--- src/rtl/ps2_scancode_ctrl_if.sv ---
// ps2_scancode_ctrl_if: bundles the receiver-FIFO handshake (kb_*) and the
// key-event port (evt_*, err_sticky) of ps2_scancode_ctrl.
// master = the scancode controller, slave = its environment (FIFO + consumer).
interface ps2_scancode_ctrl_if;
    logic       kb_ready;
    logic [7:0] kb_data;
    logic       kb_overflow;
    logic       kb_rdn;
    logic       evt_valid;
    logic       evt_ready;
    logic [7:0] evt_code;
    logic       evt_ext;
    logic       evt_break;
    logic       err_sticky;

    modport master (
        input  kb_ready, kb_data, kb_overflow, evt_ready,
        output kb_rdn, evt_valid, evt_code, evt_ext, evt_break, err_sticky
    );

    modport slave (
        output kb_ready, kb_data, kb_overflow, evt_ready,
        input  kb_rdn, evt_valid, evt_code, evt_ext, evt_break, err_sticky
    );
endinterface

--- src/rtl/ps2_scancode_ctrl.sv ---
// ps2_scancode_ctrl: pops PS/2 set-2 bytes from the keyboard receiver FIFO,
// folds E0/F0/E1 prefixes into a single key event and presents it on a
// valid/ready port. Protocol bytes (AA/FA/EE/FE) are dropped, 00/FF and
// FIFO overflow raise err_sticky. A pending prefix expires after
// PREFIX_TIMEOUT idle cycles. The E1 Pause sequence is reported as a single
// make event code 77, ext=1.
// Optional feature: define REPEAT_FILTER_EN to suppress typematic repeats
// (a make of the key that was last pressed and not yet released).
// Synchronous active-low reset clrn; single clock clk.
module ps2_scancode_ctrl #(
    parameter int unsigned PREFIX_TIMEOUT = 2_500_000,
    parameter int unsigned PAUSE_LEN      = 7
) (
    input  logic                clk,
    input  logic                clrn,
    ps2_scancode_ctrl_if.master bus
);

    localparam int unsigned TW = $clog2(PREFIX_TIMEOUT + 1);
    localparam int unsigned SW = $clog2(PAUSE_LEN + 1);
    localparam logic [TW-1:0] TIMER_LAST = TW'(PREFIX_TIMEOUT - 1);

    localparam logic [7:0] B_EXT    = 8'hE0;
    localparam logic [7:0] B_BRK    = 8'hF0;
    localparam logic [7:0] B_PAUSE  = 8'hE1;
    localparam logic [7:0] B_BAT    = 8'hAA;
    localparam logic [7:0] B_ACK    = 8'hFA;
    localparam logic [7:0] B_ECHO   = 8'hEE;
    localparam logic [7:0] B_RESEND = 8'hFE;
    localparam logic [7:0] B_ERR0   = 8'h00;
    localparam logic [7:0] B_ERR1   = 8'hFF;
    localparam logic [7:0] PAUSE_CODE = 8'h77;

    typedef enum logic [2:0] {IDLE, POP, GAP, DECODE, EMIT} state_t;

    state_t        state_reg;
    logic [7:0]    byte_q_reg;
    logic          ext_f_reg;
    logic          brk_f_reg;
    logic [SW-1:0] skip_cnt_reg;
    logic [TW-1:0] timer_reg;
    logic          ovf_q_reg;

    logic          kb_rdn_reg;
    logic          evt_valid_reg;
    logic [7:0]    evt_code_reg;
    logic          evt_ext_reg;
    logic          evt_break_reg;
    logic          err_sticky_reg;

    logic byte_is_drop;
    logic byte_is_err;
    logic byte_is_code;
    logic pop_now;
    logic timer_run;
    logic timer_expire;
    logic ovf_rise;
    logic code_accept;
    logic repeat_suppress;

    assign bus.kb_rdn     = kb_rdn_reg;
    assign bus.evt_valid  = evt_valid_reg;
    assign bus.evt_code   = evt_code_reg;
    assign bus.evt_ext    = evt_ext_reg;
    assign bus.evt_break  = evt_break_reg;
    assign bus.err_sticky = err_sticky_reg;

    // Classify the byte currently held for decoding.
    always_comb begin
        byte_is_drop = (byte_q_reg == B_BAT) || (byte_q_reg == B_ACK) ||
                       (byte_q_reg == B_ECHO) || (byte_q_reg == B_RESEND);
        byte_is_err  = (byte_q_reg == B_ERR0) || (byte_q_reg == B_ERR1);
        byte_is_code = !byte_is_drop && !byte_is_err &&
                       (byte_q_reg != B_EXT) && (byte_q_reg != B_BRK) &&
                       (byte_q_reg != B_PAUSE);
    end

    assign pop_now      = (state_reg == IDLE) && bus.kb_ready && !evt_valid_reg;
    assign timer_run    = (ext_f_reg || brk_f_reg) && (state_reg == IDLE) && !bus.kb_ready;
    assign timer_expire = timer_run && (timer_reg == TIMER_LAST);
    assign ovf_rise     = bus.kb_overflow && !ovf_q_reg;
    assign code_accept  = (state_reg == DECODE) && (skip_cnt_reg == '0) && byte_is_code;

`ifdef REPEAT_FILTER_EN
    logic [8:0] last_make_reg;
    logic       last_valid_reg;
    logic       same_key;

    assign same_key        = (last_make_reg == {ext_f_reg, byte_q_reg});
    assign repeat_suppress = !brk_f_reg && last_valid_reg && same_key;

    // Track the most recently pressed key so its typematic repeats can be swallowed.
    always_ff @(posedge clk) begin
        if (!clrn) begin
            last_make_reg  <= '0;
            last_valid_reg <= 1'b0;
        end else if (ovf_rise) begin
            last_valid_reg <= 1'b0;
        end else if (code_accept) begin
            if (brk_f_reg) begin
                if (same_key) begin
                    last_valid_reg <= 1'b0;
                end
            end else if (!repeat_suppress) begin
                last_make_reg  <= {ext_f_reg, byte_q_reg};
                last_valid_reg <= 1'b1;
            end
        end
    end
`else
    assign repeat_suppress = 1'b0;
`endif

    // Main sequencer: pop handshake, prefix folding, event hand-off, timeout and overflow resync.
    always_ff @(posedge clk) begin
        if (!clrn) begin
            state_reg      <= IDLE;
            byte_q_reg     <= '0;
            ext_f_reg      <= 1'b0;
            brk_f_reg      <= 1'b0;
            skip_cnt_reg   <= '0;
            timer_reg      <= '0;
            // A level already high during reset is not treated as a new overflow.
            ovf_q_reg      <= bus.kb_overflow;
            kb_rdn_reg     <= 1'b1;
            evt_valid_reg  <= 1'b0;
            evt_code_reg   <= '0;
            evt_ext_reg    <= 1'b0;
            evt_break_reg  <= 1'b0;
            err_sticky_reg <= 1'b0;
        end else begin
            ovf_q_reg <= bus.kb_overflow;

            if (pop_now) begin
                timer_reg <= '0;
            end else if (timer_run) begin
                if (timer_reg == TIMER_LAST) begin
                    timer_reg <= '0;
                end else begin
                    timer_reg <= timer_reg + TW'(1);
                end
            end

            case (state_reg)
                IDLE: begin
                    if (pop_now) begin
                        byte_q_reg <= bus.kb_data;
                        kb_rdn_reg <= 1'b0;
                        state_reg  <= POP;
                    end else if (timer_expire) begin
                        ext_f_reg <= 1'b0;
                        brk_f_reg <= 1'b0;
                    end
                end

                POP: begin
                    kb_rdn_reg <= 1'b1;
                    state_reg  <= GAP;
                end

                // Dead cycle so kb_ready reflects the receiver's advanced read pointer.
                GAP: begin
                    state_reg <= DECODE;
                end

                DECODE: begin
                    if (skip_cnt_reg != '0) begin
                        skip_cnt_reg <= skip_cnt_reg - SW'(1);
                        if (skip_cnt_reg == SW'(1)) begin
                            evt_code_reg  <= PAUSE_CODE;
                            evt_ext_reg   <= 1'b1;
                            evt_break_reg <= 1'b0;
                            evt_valid_reg <= 1'b1;
                            state_reg     <= EMIT;
                        end else begin
                            state_reg <= IDLE;
                        end
                    end else if (byte_q_reg == B_EXT) begin
                        ext_f_reg <= 1'b1;
                        state_reg <= IDLE;
                    end else if (byte_q_reg == B_BRK) begin
                        brk_f_reg <= 1'b1;
                        state_reg <= IDLE;
                    end else if (byte_q_reg == B_PAUSE) begin
                        skip_cnt_reg <= SW'(PAUSE_LEN);
                        ext_f_reg    <= 1'b0;
                        brk_f_reg    <= 1'b0;
                        state_reg    <= IDLE;
                    end else if (byte_is_drop) begin
                        ext_f_reg <= 1'b0;
                        brk_f_reg <= 1'b0;
                        state_reg <= IDLE;
                    end else if (byte_is_err) begin
                        ext_f_reg      <= 1'b0;
                        brk_f_reg      <= 1'b0;
                        err_sticky_reg <= 1'b1;
                        state_reg      <= IDLE;
                    end else begin
                        ext_f_reg <= 1'b0;
                        brk_f_reg <= 1'b0;
                        if (repeat_suppress) begin
                            state_reg <= IDLE;
                        end else begin
                            evt_code_reg  <= byte_q_reg;
                            evt_ext_reg   <= ext_f_reg;
                            evt_break_reg <= brk_f_reg;
                            evt_valid_reg <= 1'b1;
                            state_reg     <= EMIT;
                        end
                    end
                end

                EMIT: begin
                    if (evt_valid_reg && bus.evt_ready) begin
                        evt_valid_reg <= 1'b0;
                        state_reg     <= IDLE;
                    end
                end

                default: begin
                    state_reg <= IDLE;
                end
            endcase

            // Overflow resynchronises the prefix decoder; an event already presented is kept.
            if (ovf_rise) begin
                ext_f_reg      <= 1'b0;
                brk_f_reg      <= 1'b0;
                skip_cnt_reg   <= '0;
                err_sticky_reg <= 1'b1;
            end
        end
    end

endmodule

--- src/flat_wrapper.sv ---
// flat-port wrapper written by rule: the top's interface ports become plain ports
module ps2_scancode_ctrl_flat 
#(
    parameter int unsigned PREFIX_TIMEOUT = 2_500_000,
    parameter int unsigned PAUSE_LEN      = 7
)
  (clk, clrn, bus_kb_ready, bus_kb_data, bus_kb_overflow, bus_evt_ready, bus_kb_rdn, bus_evt_valid, bus_evt_code, bus_evt_ext, bus_evt_break, bus_err_sticky);
  ps2_scancode_ctrl_if bus_i ();
  input  logic clk;
  input  logic clrn;
  input wire logic [$bits(bus_i.kb_ready)-1:0] bus_kb_ready;
  input wire logic [$bits(bus_i.kb_data)-1:0] bus_kb_data;
  input wire logic [$bits(bus_i.kb_overflow)-1:0] bus_kb_overflow;
  input wire logic [$bits(bus_i.evt_ready)-1:0] bus_evt_ready;
  output wire logic [$bits(bus_i.kb_rdn)-1:0] bus_kb_rdn;
  output wire logic [$bits(bus_i.evt_valid)-1:0] bus_evt_valid;
  output wire logic [$bits(bus_i.evt_code)-1:0] bus_evt_code;
  output wire logic [$bits(bus_i.evt_ext)-1:0] bus_evt_ext;
  output wire logic [$bits(bus_i.evt_break)-1:0] bus_evt_break;
  output wire logic [$bits(bus_i.err_sticky)-1:0] bus_err_sticky;
  assign bus_i.kb_ready = bus_kb_ready;
  assign bus_i.kb_data = bus_kb_data;
  assign bus_i.kb_overflow = bus_kb_overflow;
  assign bus_i.evt_ready = bus_evt_ready;
  assign bus_kb_rdn = bus_i.kb_rdn;
  assign bus_evt_valid = bus_i.evt_valid;
  assign bus_evt_code = bus_i.evt_code;
  assign bus_evt_ext = bus_i.evt_ext;
  assign bus_evt_break = bus_i.evt_break;
  assign bus_err_sticky = bus_i.err_sticky;
  ps2_scancode_ctrl #(.PREFIX_TIMEOUT(PREFIX_TIMEOUT), .PAUSE_LEN(PAUSE_LEN)) u_core (.clk(clk), .clrn(clrn), .bus(bus_i));
endmodule
--- config.mk ---
export PLATFORM = sky130hd
export DESIGN_NAME = ps2_scancode_ctrl_flat
export DESIGN_NICKNAME = d
export VERILOG_FILES = /design/src/rtl/ps2_scancode_ctrl_if.sv /design/src/rtl/ps2_scancode_ctrl.sv /design/src/flat_wrapper.sv
export SDC_FILE = /design/constraint.sdc
export NUM_CORES = 1
export LEC_CHECK = 0
export BUFFER_PORTS_ARGS = -buffer_cell sky130_fd_sc_hd__buf_2
export CORE_MARGIN = 1.5
export CORE_UTILIZATION = 30
export DETAILED_ROUTE_END_ITERATION = 7
export SLEW_MARGIN = 20
export SYNTH_ARGS = -nofsm -noshare
export SYNTH_HDL_FRONTEND = slang
export SYNTH_SLANG_ARGS = --single-unit
--- constraint.sdc ---
create_clock -name clk -period 2.05 [get_ports clk]
set_clock_uncertainty 0.2 [all_clocks]
set_input_delay 0.205 -clock clk [delete_from_list [all_inputs] [get_ports clk]]
set_output_delay 0.205 -clock clk [all_outputs]
set_load 0.01 [all_outputs]
==> results of run 1 <==
## worst paths after layout
path	slack, ps	cells after the start	start	to
setup / recovery	90	6	u_core.byte_q_reg[5]	u_core.bus.evt_code[6]
hold reg to reg	280	2	u_core.bus.evt_code[3]	u_core.bus.evt_code[3]
setup reg to reg	90	6	u_core.byte_q_reg[5]	u_core.bus.evt_code[6]
hold / removal	20	2	clrn	u_core.bus.kb_rdn
## cells in the mapped netlist, types with 3 or more instances
cell type  instances  area, µm²
a21oi_1            7       35.0
and3_1             7       43.8
buf_4              3       22.5
buf_6              6       67.6
clkbuf_1           3       11.3
dfxtp_1           52       1040
ha_1               4       50.1
inv_1              8       30.0
mux2i_1            8       80.1
nand2_1           21       78.8
nand2b_1           5       31.3
nand3_1           13       65.1
nand4_1           13       81.3
nor2_1            34        128
nor2_2             6       37.5
nor3_1             5       25.0
nor4_1             5       31.3
o21ai_0            4       20.0
o221a_1            5       56.3
o22ai_1            3       18.8
xnor2_1            5       43.8
xor2_1            18        158
## stage by stage
| stage | power, mW | instances |
|---|---|---|
| 2_1_floorplan | 1.30 | 268 |
| 3_3_place_gp | 1.39 | 400 |
| 3_5_place_dp | 1.39 | 400 |
| 4_1_cts | 2.03 | 418 |
| 5_1_grt | 2.12 | 418 |
| 6_report | 2.01 | 418 |
## timing repair
action / 4_1_cts / 5_1_grt
hold endpoints to repair: 10 / 0
setup buffers: 0 / 0
resized for setup: 0 / 11
setup endpoints to repair: 0 / 27
hold buffers: 10 / 0
## where the power goes
| group | leakage [nW] | internal, mW | switching (mW) | total, mW |
|---|---|---|---|---|
| registers | 0.423 | 1.05 | 0.0365 | 1.08 |
| clock network | 0.0452 | 0.250 | 0.367 | 0.616 |
| logic | 0.706 | 0.154 | 0.158 | 0.312 |
## layer usage
layer / vias up / track usage / wire, µm
met4: 0 / 0.0492 / 66
met1: 954 / 0.155 / 2440
met5: - / 0 / 0
met3: 7 / 0.0293 / 171
li1: 1036 / - / -
met2: 28 / 0.214 / 2490
## logic make-up (layout without fill, tap and decap cells)
| group | count (synthesis) | count (layout) | share of synthesized area |
|---|---|---|---|
| adders and majority gates | 4 | 4 | 0.0205 |
| buffers and inverters | 23 | 71 | 0.0594 |
| muxes | 8 | 8 | 0.0328 |
| xor gates and xnor gates | 23 | 23 | 0.0825 |
| AOI/OAI and AO/OA | 35 | 35 | 0.111 |
| DFF | 52 | 52 | 0.426 |
| and+or+nand+nor | 123 | 123 | 0.268 |
## layout make-up
cell class / instances / area, µm²
Clock buffer: 5 / 68.8
Sequential cell: 52 / 1050
Timing Repair Buffer: 55 / 400
Multi-Input combinational cell: 193 / 1280
Inverter: 8 / 30.0
Fill cell: 817 / 4830
Tap cell: 102 / 128
Clock inverter: 3 / 25.0
==> metrics, run 1 <==
largest net degree at the start of global routing=21; final hold vios=0; Buf+Inv Stages, Crit Path=1; final setup vio count=0; minimum clock period=between 1500 and 2000 ps; Remaining Overflow, GRT=0; total leakage power=1.17 nW; Largest register FFs=22; RSZ-0062 raised after global routing=false; CTS tree=built; total number of placement rows=32; worst setup slack after placement=a little under 70 ps; share of flip-flops with an asynchronous set or reset=0; TritonCTS Sinks=52; initial antenna violation count=0; area of the core=between 7000 and 8000 µm²; per-instance average area after synthesis=9.11 µm²; Die Width=93.2 µm; Worst-Skew Late Latency=320 ps; count of routing violations after the opening detailed-route iteration=71; share of final-layout standard cells stronger than drive strength 1=0.244; synth-to-layout area growth=21.9%; core utilization of the finished layout=0.381; area of the mapped netlist=between 2000 and 2500 µm²; deepest clock path buffer count=2; ANT nets after route=0; number of synthesized register bits=52; routed length per placed instance=approximately 12 µm; fraction of the yosys area taken by sequential cells=0.426; signal arrival time at the worst endpoint=between 1500 and 2000 ps; wire length of the first global-routing pass=8.80 mm; worst path cell trace=nand4_1 -> or4_1 -> o211ai_2 -> a211oi_2 -> buf_4 -> o221a_2; NumNets Final=332; setup slack after layout=89.9 ps; smallest hold slack=about 18 ps; Synthesis Warnings=0; clock-pin slew reported for the worst setup and hold paths after clock tree synthesis=110 ps; Cell Pwr Density=676 nW/µm²; setup TNS=0 ps; Setup crit start kind=flip-flop; capturing element type of the critical path=flip-flop; Most used DFF post-synth=dfxtp_1; maximum vdd ir drop=around 0.37 mV; number of buffers created by CTS=5; stage delay of the slowest cell on the critical path=530 ps; slew at the pin closest to its max-slew limit=527 ps; commonest cells after routing, fill and taps aside=48 x dfxtp_1, 34 x nor2_1, 25 x buf_2; number of flops mapped to enable cells by yosys=0; GP Congestion=0.829; worst hold-check path type=primary input to flip-flop; overall die area=between 8000 and 9000 µm²; Root Buffer Master=clkbuf_8; Initial Util=0.313; headroom to the max-slew limit=0.648; placed cell areas=2760 µm²; critical setup path kind=flip-flop to flip-flop; Worst Path Required=2060 ps; cell with the largest stage delay on the worst path=or4_1; overall routing resource usage=0.127; leading cell type in the layout, fill and taps excluded=dfxtp_1; Die H=slightly above 90 µm; I/O pin count=26; number of optimization iterations in the first detailed-route pass=6; post-synthesis cell count=roughly 270; final antenna diode count=0; kind of cell with the highest combined delay on the critical path=simple AND/OR/NAND/NOR gates; count of different cell masters after synthesis=47; final period utilization=0.956; final routed DRC violation total=0; post-route cell area=about 3000 µm²; hpwl dp=3.69 mm; vias per cell=4.84; number of port buffers=25; number of nets produced by synthesis=285; via count=slightly above 2000; Max Cap Viol=0; overall routed net length=slightly above 5 mm; H-Tree Level Count=2; FMAX=between 0.5 and 0.6 GHz; number of global-route vias before repair=1925; Crit Path Max Fanout=12; fin. max-slew vios=0; status=finished, final reports clean
(Power assumes the default switching activity.)
==> inputs of run 2 (changes only) <==
- ABC_AREA: default -> 1
==> metrics, run 2 <==
count leader, synth=nand2_1; critical setup path kind=flip-flop to flip-flop; area of the mapped netlist=2800 µm² (+15%); clock-pin slew reported for the worst setup and hold paths after clock tree synthesis=100 ps (about the same); status=finished, final reports clean; ANT nets after route=0 (unchanged); overall die area=9920 µm² (+14%); setup slack on the worst flop-to-flop path=180 ps (+90 ps); worst hold-check path type=primary input to flip-flop; kind of cell with the highest combined delay on the critical path=simple AND/OR/NAND/NOR gates; GP Congestion=0.839 (+1.2%); number of buffers created by CTS=5 (unchanged); headroom to the max-slew limit=0.666 (+0.0178); crit path from=u_core.skip_cnt_reg[0]; Worst Path Required=2060 ps (about the same); commonest cells after routing, fill and taps aside=101 x nand2_1, 93 x nor2_1, 51 x dfxtp_1; Setup crit start kind=flip-flop; met3 demand-to-capacity share in global routing=0.0246 (-0.00467); Die H=99.6 µm (+6.8%); leading cell type in the layout, fill and taps excluded=nand2_1; count of routing violations after the opening detailed-route iteration=230 (+220%); I/O pin count=26 (unchanged); number of standard cells in the layout, taps in and fillers out=577 (+38%); worst r2r src=u_core.skip_cnt_reg[0]; cell with the largest stage delay on the worst path=dfxtp_2; fin. max-slew vios=0 (unchanged); synth-to-layout area growth=18.4%; cell type with the highest aggregate area in the netlist=dfxtp_1; FMAX=0.536 GHz (+5.0%); deepest clock path buffer count=2 (unchanged); Worst-Skew Late Latency=310 ps (about the same); Die Width=99.6 µm (+6.8%); routed length per placed instance=11.0 µm (-11%); share of flip-flops with an asynchronous set or reset=0 (unchanged); endpoint of the worst hold path=u_core.byte_q_reg[0]; WHS Path Cells=3 (+1); overall routed net length=6.36 mm (+23%); minimum clock period=1870 ps (-93.0 ps); maximum vdd ir drop=0.321 mV (-14%); NumNets Final=482 (+45%); Fill cells=964 (+18%); r2r worst-path depth=11 (+5); Cell Pwr Density=741 nW/µm² (+9.7%); number of optimization iterations in the first detailed-route pass=5 (-1); fraction of the yosys area taken by sequential cells=0.372 (-0.0543); final antenna diode count=0 (unchanged); Synthesis Warnings=0 (unchanged); met1 global-route usage=0.196 (+0.0406); stage delay of the slowest cell on the critical path=350 ps (-180 ps); worst hold start=bus_kb_data[0]; number of synthesized register bits=52 (unchanged); Most used DFF post-synth=dfxtp_1; H-Tree Level Count=2 (unchanged); terminus of the critical flop-to-flop path=u_core.bus.evt_code[5]; Buf+Inv Stages, Crit Path=3 (+2); Largest register FFs=22 (unchanged); area of the core=9150 µm² (+17%); number of stages on the worst setup path=11 (+5); most numerous cell types in the synthesized netlist=101 x nand2_1, 93 x nor2_1, 52 x dfxtp_1; slew at the pin closest to its max-slew limit=498 ps (-29.0 ps); placed cell count=559 (+40%); final routed DRC violation total=0 (unchanged); setup TNS=0 ps (unchanged); global-route track usage on met2=0.197 (-0.0178); smallest hold slack=3.13 ps (-14.7 ps); total leakage power=1.38 nW (+17%); Remaining Overflow, GRT=0 (unchanged); final period utilization=0.911 (-0.0454); post-synthesis cell count=423 (+58%); initial antenna violation count=0 (unchanged); overall routing resource usage=0.133 (+0.00610); global routing's busiest layer=met2; number of flops mapped to enable cells by yosys=0 (unchanged); vias per cell=4.53 (-6.6%); Crit Path Max Fanout=6 (-6); per-instance average area after synthesis=6.62 µm² (-27%); capturing element type of the critical path=flip-flop; Root Buffer Master=clkbuf_8; CTS tree=built; wire length of the first global-routing pass=10.7 mm (+22%); Synth top area share=0.372 (-0.0543); largest net degree at the start of global routing=20 (-4.8%); share of final-layout standard cells stronger than drive strength 1=0.161 (-0.0827); number of port buffers=25 (unchanged); number of nets produced by synthesis=440 (+54%); worst path cell trace=inv_1 -> ha_1 -> nand2_2 -> inv_1 -> nand3_1 -> nand2_2 -> nor2_8 -> buf_4 -> nand3_1 -> nand2_1 -> nor2_1; TritonCTS Sinks=52 (unchanged); RSZ-0062 raised after global routing=false; hpwl dp=4.82 mm (+31%); Initial Util=0.306 (-0.00701); Max Cap Viol=0 (unchanged); final setup vio count=0 (unchanged); via count=2612 (+29%); signal arrival time at the worst endpoint=1880 ps (-90 ps); count of different cell masters after synthesis=33 (-30%); total number of placement rows=35 (+9.4%); number of global-route vias before repair=2298 (+19%); leading post-synthesis cells by cell area=dfxtp_1 37%, nand2_1 14%, nor2_1 12%, inv_1 5.6%, nand3_1 5.4%; final hold vios=0 (unchanged)
## run 2: cell types whose count changed after synthesis, moves of 5 or more
cell      change
nand2_2       +5
inv_1        +34
nand2b_1      -5
a21oi_1      +17
o21ai_0      +13
o221a_1       -5
buf_6         -6
nand2_1      +80
nor2_1       +59
xor2_1       -15
mux2i_1       -8
and3_1        -7
nand3_1      +17
nand4_1       -5
## run 2: cells by family after synthesis
logic type,synth area share
buffers and inverters,0.0742
AND/OR/NAND/NOR,0.422
adder cells (fa/ha/maj),0.0179
flip-flops,0.372
XOR/XNOR,0.0188
AO/OA/AOI/OAI,0.0948
## run 2: worst min-delay path, delay by kind of cell
family | cells | cell delay, ps
compound gates | 2 | 190
buf+inv | 1 | 70
## run 2: layer usage
metal,share of wire,up-vias
met4,0.0075,0
met1,0.53,1143
li1,-,1413
met3,0.040,2
met2,0.42,54
met5,0,-
## run 2: where the power goes
part / switching [mW] / leakage (nW) / internal, mW / total, mW
registers: 0.0606 / 0.423 / 1.08 / 1.14
clock network: 0.351 / 0.0687 / 0.491 / 0.842
logic: 0.308 / 0.885 / 0.170 / 0.478
## run 2: how the worst max path moves through the flow
stage,slack (ps),endpoint
after floorplan,330,u_core.bus.evt_code[0]
after global placement,250,u_core.bus.evt_code[0]
after detailed placement,170,u_core.bus.evt_code[0]
after CTS,150,u_core.bus.evt_code[0]
after global routing,30,u_core.bus.evt_break
final,180,u_core.bus.evt_code[5]
## run 2: stage by stage
stage | utilization | instance area [µm²] | setup WS (ps) | power, mW
floorplan | - | 2800 | 329 | 1.49
global placement | 0.336 | 3080 | 251 | 1.61
detailed placement | 0.336 | 3080 | 165 | 1.62
CTS | 0.360 | 3300 | 150 | 2.49
global route | 0.362 | 3310 | 32.9 | 2.59
finish | 0.362 | 3310 | 183 | 2.46
## run 2: layout make-up
class / count / area (µm²) / share of cell area
clock buffers: 5 / 68.8 / 0.0208
clock inverters: 3 / 68.8 / 0.0208
inverters: 47 / 179 / 0.0540
multi-input cells: 318 / 1550 / 0.468
flip-flops and latches: 52 / 1040 / 0.315
well taps: 111 / 139 / 0.0419
repair buffers: 41 / 265 / 0.0801
## run 2: repair_timing
item                                    in CTS  in global routing
setup buffers                                0                  2
hold buffers                                 8                  0
resized for setup                            0                  1
endpoints found under the hold margin        8                  0
endpoints found under the setup margin       0                  6
==> inputs of run 3 (changes only) <==
- PLACE_DENSITY_LB_ADDON: default -> 0.15
==> metrics, run 3 (synthesis results as in run 2) <==
cell with the largest stage delay on the worst path=dfxtp_2; smallest hold slack=7.37 ps (+4.24 ps); Root Buffer Master=clkbuf_8; worst hold-check path type=primary input to flip-flop; final antenna diode count=0 (unchanged); post-route cell area=3300 µm² (-0.34%); WHS Path Cells=3 (unchanged); total leakage power=1.37 nW (-0.38%); largest net degree at the start of global routing=17 (-15%); Die Width=99.6 µm (unchanged); setup TNS=0 ps (unchanged); status=finished, final reports clean; area of the core=9150 µm² (unchanged); final hold vios=0 (unchanged); Worst-Skew Late Latency=310 ps (about the same); Remaining Overflow, GRT=0 (unchanged); Largest register FFs=22 (unchanged); RSZ-0062 raised after global routing=false; slew at the pin closest to its max-slew limit=459 ps (-39.1 ps); routed length per placed instance=11.5 µm (+4.7%); via count=2636 (+0.92%); fin. max-slew vios=0 (unchanged); ANT nets after route=0 (unchanged); commonest cells after routing, fill and taps aside=101 x nand2_1, 93 x nor2_1, 51 x dfxtp_1; count of routing violations after the opening detailed-route iteration=90 (-61%); final setup vio count=0 (unchanged); worst hold start=bus_kb_data[4]; stage delay of the slowest cell on the critical path=350 ps (about the same); overall die area=9920 µm² (unchanged); deepest clock path buffer count=2 (unchanged); setup slack on the worst flop-to-flop path=230 ps (+40 ps); total number of placement rows=35 (unchanged); hpwl dp=5.05 mm (+4.8%); GP Congestion=0.798 (-4.9%); final routed DRC violation total=0 (unchanged); number of optimization iterations in the first detailed-route pass=4 (-1); Die H=99.6 µm (unchanged); wire length of the first global-routing pass=11.2 mm (+4.1%); worst r2r src=u_core.skip_cnt_reg[0]; Crit Path Max Fanout=8 (+2); overall routed net length=6.69 mm (+5.1%); I/O pin count=26 (unchanged); NumNets Final=484 (+0.41%); worst path cell trace=inv_1 -> ha_1 -> nand2_2 -> inv_2 -> nand3_1 -> nand2_2 -> nor2_8 -> inv_2 -> nor2_4 -> nor2_1 -> nor2_1; placed cell areas=3100 µm² (+0.73%); leading cell type in the layout, fill and taps excluded=nand2_1; maximum vdd ir drop=0.259 mV (-19%); FMAX=0.548 GHz (+2.3%); synth-to-layout area growth=18.0%; number of global-route vias before repair=2375 (+3.4%); Worst Path Required=2100 ps (+40 ps); Cell Pwr Density=708 nW/µm² (-4.6%); critical setup path kind=flip-flop to flip-flop; H-Tree Level Count=2 (unchanged); minimum clock period=1820 ps (-42.1 ps); capturing element type of the critical path=flip-flop; vias per cell=4.55 (+0.57%); r2r worst-path depth=11 (unchanged); terminus of the critical flop-to-flop path=u_core.bus.evt_ext; final period utilization=0.890 (-0.0205); Max Cap Viol=0 (unchanged); TritonCTS Sinks=52 (unchanged); number of buffers created by CTS=5 (unchanged); headroom to the max-slew limit=0.692 (+0.0263); signal arrival time at the worst endpoint=1880 ps (about the same); Initial Util=0.306 (unchanged); endpoint of the worst hold path=u_core.byte_q_reg[4]; CTS tree=built; initial antenna violation count=0 (unchanged); setup slack after layout=225 ps (+42.1 ps); overall routing resource usage=0.141 (+0.00796); share of final-layout standard cells stronger than drive strength 1=0.167 (+0.00572); number of port buffers=25 (unchanged); clock-pin slew reported for the worst setup and hold paths after clock tree synthesis=100 ps (about the same); Setup crit start kind=flip-flop; worst setup slack after placement=185 ps (+20.0 ps)
run 3: metal layers:
metal  track usage  part of all wire
met1         0.201              0.54
met2         0.218              0.42
met3        0.0260             0.033
met4        0.0390             0.012
met5             0                 0
run 3: what timing repair did:
item                       4_1_cts  5_1_grt
setup buffers                    0        1
resized for setup                0        2
setup endpoints to repair        0        6
hold endpoints to repair         8        0
hold buffers                     8        0
run 3: through the flow:
stage | power, mW | instances | util
floorplan | 1.49 | 423 | -
global placement | 1.63 | 562 | 0.339
detailed placement | 1.63 | 562 | 0.339
CTS | 2.37 | 578 | 0.360
global route | 2.47 | 579 | 0.361
finish | 2.34 | 579 | 0.361
run 3: cell type report:
type	instances	area (µm²)
Multi-Input combinational cell	318	1550
Timing Repair Buffer	43	280
Inverter	47	179
Clock inverter	3	42.5
Clock buffer	5	68.8
Fill cell	1019	5850
Sequential cell	52	1040
Tap cell	111	139
run 3: critical path: cells and delay by family, from the launching register on:
kind                       cells  cell delay, ps
and+or+nand+nor                7             810
adders and majority gates      1             220
DFF                            1             350
buffers and inverters          3             190
run 3: power breakdown:
group,internal (mW),switching (mW),total (mW)
logic,0.172,0.306,0.477
registers,1.08,0.0626,1.14
clock network,0.362,0.359,0.721
total,1.61,0.727,2.34
run 3: worst max path at each step:
stage                     slack [ps]  cells past startpoint                     end                    from
final                            230                     11      u_core.bus.evt_ext  u_core.skip_cnt_reg[0]
after global routing              20                     11  u_core.bus.evt_code[2]  u_core.skip_cnt_reg[0]
after CTS                        160                     11  u_core.bus.evt_code[5]  u_core.skip_cnt_reg[0]
after detailed placement         190                     11  u_core.bus.evt_code[5]  u_core.skip_cnt_reg[0]
after global placement           240                     11  u_core.bus.evt_code[0]  u_core.skip_cnt_reg[0]
after floorplan                  330                     11  u_core.bus.evt_code[0]  u_core.skip_cnt_reg[0]
